**src/rtl/reg_trace_monitor.sv**
```systemverilog
// Passive monitor for the reg_req/reg_rsp bus: tracks each transaction, logs completed
// ones into a circular trace buffer, and keeps counters, a stall watchdog and protocol flags.
module reg_trace_monitor #(
    parameter int ADDR_WIDTH     = 32,
    parameter int DATA_WIDTH     = 32,
    parameter int DEPTH          = 16,
    parameter int LAT_WIDTH      = 16,
    parameter int TIMEOUT_CYCLES = 256,
    parameter bit OVERWRITE      = 1'b1,
    localparam int STRB_W        = DATA_WIDTH / 8,
    localparam int ENTRY_W       = 3 + STRB_W + ADDR_WIDTH + DATA_WIDTH + LAT_WIDTH,
    localparam int CNT_W         = $clog2(DEPTH + 1)
) (
    input  logic                  clk,
    input  logic                  rst,
    input  logic                  enable,
    input  logic                  clear,
    input  logic                  req_valid,
    input  logic                  req_write,
    input  logic [STRB_W-1:0]     req_wstrb,
    input  logic [ADDR_WIDTH-1:0] req_addr,
    input  logic [DATA_WIDTH-1:0] req_wdata,
    input  logic                  rsp_ready,
    input  logic                  rsp_error,
    input  logic [DATA_WIDTH-1:0] rsp_rdata,
    input  logic                  trace_pop,
    output logic                  trace_valid,
    output logic [ENTRY_W-1:0]    trace_entry,
    output logic [CNT_W-1:0]      trace_count,
    output logic                  overflow,
    output logic                  timeout,
    output logic                  proto_err,
    output logic [31:0]           rd_count,
    output logic [31:0]           wr_count,
    output logic [31:0]           err_count
);

    localparam int PTR_W = $clog2(DEPTH);
    localparam int TW    = $clog2(TIMEOUT_CYCLES + 1);
    // Wait counter must reach TIMEOUT_CYCLES even when the latency field is narrower.
    localparam int LC_W  = (TW > LAT_WIDTH) ? TW : LAT_WIDTH;
    localparam logic [LC_W-1:0]  TMO_VAL  = LC_W'(TIMEOUT_CYCLES);
    localparam logic [LC_W-1:0]  LAT_MAX  = LC_W'({LAT_WIDTH{1'b1}});
    localparam logic [CNT_W-1:0] FULL_CNT = CNT_W'(DEPTH);
    localparam logic [31:0]      CNT_MAX  = 32'hFFFF_FFFF;

    typedef enum logic [1:0] {
        ST_IDLE  = 2'd0,
        ST_WAIT  = 2'd1,
        ST_STALL = 2'd2
    } state_e;

    state_e                  state_q, state_d;
    logic [LC_W-1:0]         lat_q, lat_d, lat_inc_s;
    logic                    cap_write_q;
    logic [STRB_W-1:0]       cap_wstrb_q;
    logic [ADDR_WIDTH-1:0]   cap_addr_q;
    logic [DATA_WIDTH-1:0]   cap_wdata_q;
    logic                    cap_en_s, push_s, proto_set_s, tmo_set_s;
    logic [ENTRY_W-1:0]      push_entry_s;
    logic                    field_chg_s, complete_s, cnt_write_s;
    logic [ENTRY_W-1:0]      mem_q [DEPTH];
    logic [PTR_W-1:0]        wr_ptr_q, rd_ptr_q;
    logic [CNT_W-1:0]        count_q;
    logic                    full_s, pop_s, wr_en_s, rd_adv_s, ovf_set_s;
    logic                    ovf_q, tmo_q, proto_q;
    logic [31:0]             rd_cnt_q, wr_cnt_q, err_cnt_q;

    function automatic logic [LAT_WIDTH-1:0] lat_field(input logic [LC_W-1:0] v);
        return (v > LAT_MAX) ? {LAT_WIDTH{1'b1}} : v[LAT_WIDTH-1:0];
    endfunction

    function automatic logic [31:0] sat_inc(input logic [31:0] v, input logic inc);
        return (inc && (v != CNT_MAX)) ? (v + 32'd1) : v;
    endfunction

    function automatic logic [ENTRY_W-1:0] pack_entry(
        input logic tmo, input logic err, input logic wr,
        input logic [STRB_W-1:0] s, input logic [ADDR_WIDTH-1:0] a,
        input logic [DATA_WIDTH-1:0] d, input logic [LAT_WIDTH-1:0] l);
        return {tmo, err, wr, s, a, d, l};
    endfunction

    assign lat_inc_s    = lat_q + LC_W'(1);
    assign field_chg_s  = (req_write != cap_write_q) || (req_wstrb != cap_wstrb_q) ||
                          (req_addr != cap_addr_q) || (req_wdata != cap_wdata_q);
    assign complete_s   = enable && req_valid && rsp_ready;
    assign cnt_write_s  = (state_q == ST_IDLE) ? req_write : cap_write_q;

    // FSM state, wait counter and captured request fields
    always_ff @(posedge clk or posedge rst) begin
        if (rst) begin
            state_q     <= ST_IDLE;
            lat_q       <= '0;
            cap_write_q <= 1'b0;
            cap_wstrb_q <= '0;
            cap_addr_q  <= '0;
            cap_wdata_q <= '0;
        end else if (clear) begin
            state_q <= ST_IDLE;
            lat_q   <= '0;
        end else begin
            state_q <= state_d;
            lat_q   <= lat_d;
            if (cap_en_s) begin
                cap_write_q <= req_write;
                cap_wstrb_q <= req_wstrb;
                cap_addr_q  <= req_addr;
                cap_wdata_q <= req_wdata;
            end
        end
    end

    // Next-state logic; a disabled monitor always sits in IDLE
    always_comb begin
        state_d = state_q;
        if (!enable) begin
            state_d = ST_IDLE;
        end else begin
            case (state_q)
                ST_IDLE:  state_d = (req_valid && !rsp_ready) ? ST_WAIT : ST_IDLE;
                ST_WAIT: begin
                    if (!req_valid || rsp_ready) begin
                        state_d = ST_IDLE;
                    end else if (lat_inc_s == TMO_VAL) begin
                        state_d = ST_STALL;
                    end else begin
                        state_d = ST_WAIT;
                    end
                end
                ST_STALL: state_d = (!req_valid || rsp_ready) ? ST_IDLE : ST_STALL;
                default:  state_d = ST_IDLE;
            endcase
        end
    end

    // Per-state actions: logging, capture, latency tracking and flag events
    always_comb begin
        push_s       = 1'b0;
        push_entry_s = '0;
        proto_set_s  = 1'b0;
        tmo_set_s    = 1'b0;
        cap_en_s     = 1'b0;
        lat_d        = '0;
        if (enable) begin
            case (state_q)
                ST_IDLE: begin
                    if (req_valid && rsp_ready) begin
                        push_s       = 1'b1;
                        push_entry_s = pack_entry(1'b0, rsp_error, req_write, req_wstrb, req_addr,
                                                  req_write ? req_wdata : rsp_rdata, '0);
                    end else if (req_valid) begin
                        cap_en_s = 1'b1;
                        lat_d    = LC_W'(1);
                    end else begin
                        lat_d = '0;
                    end
                end
                ST_WAIT: begin
                    if (!req_valid) begin
                        proto_set_s = 1'b1;
                    end else if (rsp_ready) begin
                        push_s       = 1'b1;
                        push_entry_s = pack_entry(1'b0, rsp_error, cap_write_q, cap_wstrb_q, cap_addr_q,
                                                  cap_write_q ? cap_wdata_q : rsp_rdata, lat_field(lat_q));
                    end else begin
                        proto_set_s = field_chg_s;
                        lat_d       = lat_inc_s;
                        if (lat_inc_s == TMO_VAL) begin
                            push_s       = 1'b1;
                            tmo_set_s    = 1'b1;
                            push_entry_s = pack_entry(1'b1, 1'b0, cap_write_q, cap_wstrb_q, cap_addr_q,
                                                      '0, lat_field(lat_inc_s));
                        end else begin
                            tmo_set_s = 1'b0;
                        end
                    end
                end
                ST_STALL: begin
                    if (!req_valid) begin
                        proto_set_s = 1'b1;
                    end else if (!rsp_ready) begin
                        lat_d = lat_q;
                    end else begin
                        lat_d = '0;
                    end
                end
                default: lat_d = '0;
            endcase
        end else begin
            lat_d = '0;
        end
    end

    assign full_s    = (count_q == FULL_CNT);
    assign pop_s     = trace_pop && (count_q != '0);
    // A full buffer with no pop either overwrites the oldest entry or rejects the new one.
    assign wr_en_s   = push_s && (!full_s || pop_s || OVERWRITE);
    assign rd_adv_s  = pop_s || (push_s && full_s && OVERWRITE);
    assign ovf_set_s = push_s && full_s && !pop_s;

    // Trace storage
    always_ff @(posedge clk) begin
        if (wr_en_s && !clear) begin
            mem_q[wr_ptr_q] <= push_entry_s;
        end
    end

    // Buffer pointers and occupancy
    always_ff @(posedge clk or posedge rst) begin
        if (rst) begin
            wr_ptr_q <= '0;
            rd_ptr_q <= '0;
            count_q  <= '0;
        end else if (clear) begin
            wr_ptr_q <= '0;
            rd_ptr_q <= '0;
            count_q  <= '0;
        end else begin
            if (wr_en_s) begin
                wr_ptr_q <= wr_ptr_q + PTR_W'(1);
            end
            if (rd_adv_s) begin
                rd_ptr_q <= rd_ptr_q + PTR_W'(1);
            end
            if (push_s && !pop_s && !full_s) begin
                count_q <= count_q + CNT_W'(1);
            end else if (pop_s && !push_s) begin
                count_q <= count_q - CNT_W'(1);
            end
        end
    end

    // Completion counters and sticky flags
    always_ff @(posedge clk or posedge rst) begin
        if (rst) begin
            rd_cnt_q  <= '0;
            wr_cnt_q  <= '0;
            err_cnt_q <= '0;
            ovf_q     <= 1'b0;
            tmo_q     <= 1'b0;
            proto_q   <= 1'b0;
        end else if (clear) begin
            rd_cnt_q  <= '0;
            wr_cnt_q  <= '0;
            err_cnt_q <= '0;
            ovf_q     <= 1'b0;
            tmo_q     <= 1'b0;
            proto_q   <= 1'b0;
        end else begin
            rd_cnt_q  <= sat_inc(rd_cnt_q, complete_s && !cnt_write_s);
            wr_cnt_q  <= sat_inc(wr_cnt_q, complete_s && cnt_write_s);
            err_cnt_q <= sat_inc(err_cnt_q, complete_s && rsp_error);
            ovf_q     <= ovf_q | ovf_set_s;
            tmo_q     <= tmo_q | tmo_set_s;
            proto_q   <= proto_q | proto_set_s;
        end
    end

    assign trace_valid = (count_q != '0);
    assign trace_entry = trace_valid ? mem_q[rd_ptr_q] : '0;
    assign trace_count = count_q;
    assign overflow    = ovf_q;
    assign timeout     = tmo_q;
    assign proto_err   = proto_q;
    assign rd_count    = rd_cnt_q;
    assign wr_count    = wr_cnt_q;
    assign err_count   = err_cnt_q;

endmodule

```
**config.mk**
```make
export PLATFORM = sky130hd
export DESIGN_NAME = reg_trace_monitor
export DESIGN_NICKNAME = d
export VERILOG_FILES = /design/src/rtl/reg_trace_monitor.sv
export SDC_FILE = /design/constraint.sdc
export NUM_CORES = 2
export LEC_CHECK = 0
export BUFFER_PORTS_ARGS = -buffer_cell sky130_fd_sc_hd__buf_2
export CAP_MARGIN = 20
export CORE_MARGIN = 5
export CORE_UTILIZATION = 50
export DETAILED_ROUTE_END_ITERATION = 12
export PLACE_DENSITY = 0.72
export SLEW_MARGIN = 40
export SYNTH_ARGS = -nofsm -noshare
export SYNTH_HDL_FRONTEND = slang
export SYNTH_SLANG_ARGS = --single-unit
```
**constraint.sdc**
```tcl
create_clock -name clk -period 8.4 [get_ports clk]
set_clock_uncertainty 0.2 [all_clocks]
set_input_delay 1.26 -clock clk [delete_from_list [all_inputs] [get_ports clk]]
set_output_delay 1.26 -clock clk [all_outputs]
set_load 0.005 [all_outputs]
```
Yosys cells after proc, flatten, opt, wreduce, memory -nomap -nowiden:

Memory sizes are Yosys's and may differ from the RTL's.
Index checks and enable logic that the tools add are counted.

* eq/ne operators: 12
* reduce and logical (&&, ||, !) cells: 38
* order comparisons: 2
* $add $sub $neg: 8
* mux-type cells: 65
* bitwise operators: 4

Operator list (number)
* 87-bit two-way mux: 5
* 32-bit two-way mux: 8
* 87-bit case mux with 2 select lines: 1
* 16-bit two-way mux: 8
* 32-bit by 1-bit adder with 32-bit output, second input constant: 3
* 32-bit != test, second input constant: 3
* 86-bit two-way mux: 1
* 32-bit != test: 2
* 16-bit case mux with 3 select lines: 1
* 16-bit > comparator, second input constant: 2
* 1-bit two-way mux: 26
* 1-bit logical AND: 17
* 16-bit by 1-bit adder with 16-bit output, second input constant: 1
* 16-bit by 9-bit equality test with 1-bit output, second input constant: 1
* 4-bit two-way mux: 4
* 5-bit two-way mux: 3
* 2-bit two-way mux: 5
* 2-bit nonzero test: 5
* 4-bit by 1-bit adder with 4-bit output, second input constant: 2
* 1-bit logical NOT: 7
* 2-bit case mux with 3 select lines: 1
* 5-bit by 1-bit adder with 5-bit output, second input constant: 1
* 5-bit equality test, second input constant: 1
* 1-bit logical OR: 5
* 13 further kinds: 16

* output and inout port bits: 192
* word-level logic and storage cells: 145
* bits of input ports: 109
* memories kept: 1
* flip-flop bits (word level): 199
* RAM bits: 1392

Memory list
* mem_q: words 16, bits a word 87, read ports 1, clocked after Yosys merged registers in 0, wr ports 1, RTL line 62 `logic [ENTRY_W-1:0] mem_q [DEPTH];`

Depth between registers and ports, before layout:

* depth in word-level cells: 12
* gate-level depth with buffers: 17
* gate-level depth less buffers: 16

Least setup slack after synthesis:

Ideal clock, no wire load.

* path kind: in2reg
* start point: in rsp_ready
* end point: mem mem_q[0][0] (netlist name) (enable)
* setup time: 0.455 ns
* slack: 3.483 ns
* stages on the path: 5
* data required time: 7.745 ns
* path buffers: 1
* data arrival time: 4.262 ns
* cells stage by stage: clkbuf_1 > and3_1 > o221a_2 > nor3b_1 > and2_1

* longest elaborated chain between the ends: 7
* elaborated cells on any way between the ends: 9
* classes of those cells: mux (7); reduce/logical (2)

RTL lines
* start, declared: RTL line 23 `input logic rsp_ready,`
* 1-bit two-way mux / 1-bit logical AND (equally long branches): RTL line 162, 148
* 1-bit two-way mux, on equally long branches: RTL line 160, 148
* 1-bit case mux with 2 select lines *: RTL line 146 `case (state_q)`
* 1-bit two-way mux *: RTL line 145 `if (enable) begin`
* 1-bit logical AND *: RTL line 204 `if (wr_en_s && !clear) begin`
* 1-bit two-way mux *: RTL line 204
* 1-bit two-way mux (implied by the code) *: RTL line 205 `mem_q[wr_ptr_q] <= push_entry_s;`
* end, declared: RTL line 62

Every way passes the cells marked *; elsewhere a longest branch is shown, timed or not.

Worst setup path in the final report:

* start point: reg rd_ptr_q[0]
* end point: out trace_entry[4]

* longest elaborated chain between the ends: 2

RTL lines
* start, declared: RTL line 63 `logic [PTR_W-1:0] wr_ptr_q, rd_ptr_q;`
* start signal, assigned: RTL line 224 `rd_ptr_q <= rd_ptr_q + PTR_W'(1);`
* memory read 16 x 87 bit
* 87-bit two-way mux: RTL line 261 `assign trace_entry = trace_valid ? mem_q[rd_ptr_q] : '0;`
* end, declared: RTL line 28 `output logic [ENTRY_W-1:0] trace_entry,`

Every way passes these cells.

==> results.toml <==
[pwr]
switching_share_pct = 24.5
ir_drop_v = 0.000230
power.net_switching_mw = 4.55
power_density_nw_per_um2 = 249
internal_power_mw = 14.0
comb_power_share_pct = 14.0
p_seq_share_pct = 47.2
cellLeakagePower_nw = 25.3
clockPowerShare_pct = 38.8

[sta]
rsz0062_at_grt = "false"
min_period_over_period_pct = 66.6
finalSetupViolations = 0
fin_crit_ns = 5.59
relSlewSlack_pct = 40.7
finalHoldViolations = 0
tns_ns = 0
fmax_ghz = 0.179
worst_pin_slew_ns = 0.889
finalMaxSlewViolations = 0
worst_slack_ns = 2.81

[status]
outcome = "complete, no violations"

[cts]
clk_latency_ns = 0.79
cts_setup_buffers = 0
tritoncts = "built"
post_cts_resize_count = 0
ctsHtreeMaxLevel = 4
root_buffer = "clkbuf_16"
cts_max_path_buffers = 3
postCtsHoldBufs = 0
clkSlewWorstSetupHoldPaths_ns = 0.06
cts_made_buffers = 160
cts_num_sinks = 1591

[setup_path]
worstPathArrival_ns = 4.13
critPathLaunchType = "flip-flop"
endpoint_kind = "primary output"
crit_start = "rd_ptr_q[0]$_DFFE_PP0P_"
critPathRequiredTime_ns = 6.94
crit_fanout = 47
worstReg2RegEnd = "mem_q[9][16]$_DFFE_PP_"
r2r_start = "lat_q[0]$_DFFE_PP0P_"
ff2ff_path_depth = 11
crit_end = "trace_entry[4]"
worst-setup-path-type = "reg2out"
r2r_slack_ns = 3.86

[yosys]
synth_top_family_by_area = "multiplexers"
synth.top_cells.by_count = "edfxtp_1, mux4_2, nor2_1, dfrtp_1, clkbuf_1"
synth-edff-count = 1392
synth-seq-cells = 1591
synthesis.nets = 3456
yosys.cell_count.top_type = "edfxtp_1"
syn_avg_cell_area_um2 = 19.5
ys_top_cells_by_area = "edfxtp_1, mux4_2, dfrtp_1"
syn_area_um2 = 64900
syn_inst = 3328
ys.flop_type = "edfxtp_1"
synth-xor-area-share_pct = 2.11
synth_top_area_cell = "edfxtp_1"
ys_warn_count = 0
yosysTopAreaCellShare_pct = 64.4
synth_cell_type_count = 71
synth_compound_area_share_pct = 1.86
synthMuxAreaShare_pct = 17.4
synth-async-reset-ratio_pct = 12.5
synth-simple-area-share_pct = 4.86
synth_fa_ha_area_share_pct = 0.378
seq_area_frac_synth_pct = 72.1

[detailed_routing]
vias = 34000
wirelength_mm = 164
drcViolationCount = 0
wl_per_cell_um = 29.4
viasPerCell = 6.10
drt.antenna.violating_nets = 0
drt_pass1_iterations = 6
drt_iter0_drc = 3963

[place]
io_buffers = 300
hpwl_mm = 102
pre_cts_ws_ns = 3.54
gp_routability_congestion = 0.835

[hold_path]
min-delay-path-class = "reg2reg"
holdCritStartpoint = "overflow$_DFF_PP0_"

[global_route]
gr-usage-all-layers_pct = 24.3
grt_pass1_vias = 34600
grt-ovfl-total = 0
antenna_found_initial = 51
grt_pass1_wl_mm = 242
grt_max_degree = 109

[floorplanning]
pin_count = 301
core_area_um2 = 129000
rows = 132
die_w_um = 370
chipHeight_um = 370
initial_core_util_pct = 50.2
dieArea_um2 = 137000

[cells_and_area]
areaGrowthSynthToFinish_pct = 15.0
fin_nets = 3811
drive_gt1_share_pct = 32.5
fillerInstances = 9449

[run]
maxCapViolCount = 0
==> metal layers <==
| metal | global-route usage (%) | wire [um] | vias to the layer above |
|---|---|---|---|
| met1 | 33.8 | 64000 | 17900 |
| met5 | 0 | 200 | - |
| met2 | 37.6 | 78300 | 1657 |
| met4 | 5.70 | 2970 | 30 |
| met3 | 8.18 | 18900 | 242 |
| li1 | - | - | 14200 |
==> worst min-delay path by stage <==
stage	cells past startpoint	endpoint	slack, ns
floorplan	2	cap_addr_q[15]$_DFFE_PP0P_	0.27
global placement	2	cap_addr_q[15]$_DFFE_PP0P_	0.29
global route	2	overflow$_DFF_PP0_	0.36
finish	2	overflow$_DFF_PP0_	0.31
CTS	2	overflow$_DFF_PP0_	0.31
detailed placement	2	overflow$_DFF_PP0_	0.30
==> power groups by stage <==
stage	clock (mW)	sequential, mW	combinational [mW]
after detailed placement	0	8.93	2.64
after floorplan	0	8.86	1.76
after global placement	0	8.92	2.57
after global routing	7.69	8.77	2.80
after CTS	7.30	8.76	2.65
final	7.20	8.76	2.60
==> critical path: stages (launching register included) <==
cell	delay, ns
dfrtp_4	0.84
buf_12	0.30
buf_16	0.33
buf_16	0.35
mux4_2	0.56
mux4_2	0.55
and2_1	0.19
buf_2	0.12
==> cell families after synthesis <==
| kind of cell | after synthesis |
|---|---|
| muxes | 574 |
| xor gates and xnor gates | 156 |
| AOI/OAI and AO/OA | 170 |
| buffers and inverters | 214 |
| adders and majority gates | 19 |
| and+or+nand+nor | 604 |
| DFF | 1591 |
==> stage by stage <==
stage	total power, mW	hold slack, ns	cell area [um^2]	cells	utilization, %
6_report	18.6	0.310	74600	5582	57.7
5_1_grt	19.3	0.356	74600	5570	57.7
4_1_cts	18.7	0.315	74400	5558	57.5
3_5_place_dp	11.6	0.296	69000	5259	53.4
3_3_place_gp	11.5	0.294	68300	5230	52.8
2_1_floorplan	10.6	0.272	64900	3328	-
==> placed cells by master (no fill, tap or decap), drive strengths merged, types with 67 or more instances in the layout <==
master	synthesis	routed
and2	114	114
buf	52	376
clkbuf	131	208
dfrtp	199	199
edfxtp	1392	1392
mux2	67	67
mux2i	72	72
mux4	435	435
nand2	76	76
nor2	200	200
xnor2	79	79
xor2	77	77
==> cell type report <==
type                    count  area, um^2  share of cell area [%]
well taps                1742        2180                    2.92
multi-input cells        1523       17600                    23.5
flip-flops and latches   1591       46800                    62.7
diodes                     20        50.0                  0.0670
clock buffers             208        4340                    5.82
clock inverters            91        1010                    1.35
repair buffers            376        2570                    3.45
inverters                  31         129                   0.173
==> sequential cells by signal (all words and copies together) (netlist names) <==
name and cells:
cap_addr_q 32, cap_wdata_q 32, cap_write_q 1, cap_wstrb_q 4, err_count 32, lat_q 16
mem_q 1392, overflow 1, proto_err 1, rd_count 32, rd_ptr_q 4, state_q 2
timeout 1, trace_count 5, wr_count 32, wr_ptr_q 4
Note: power is estimated with default switching activity, not from simulation.
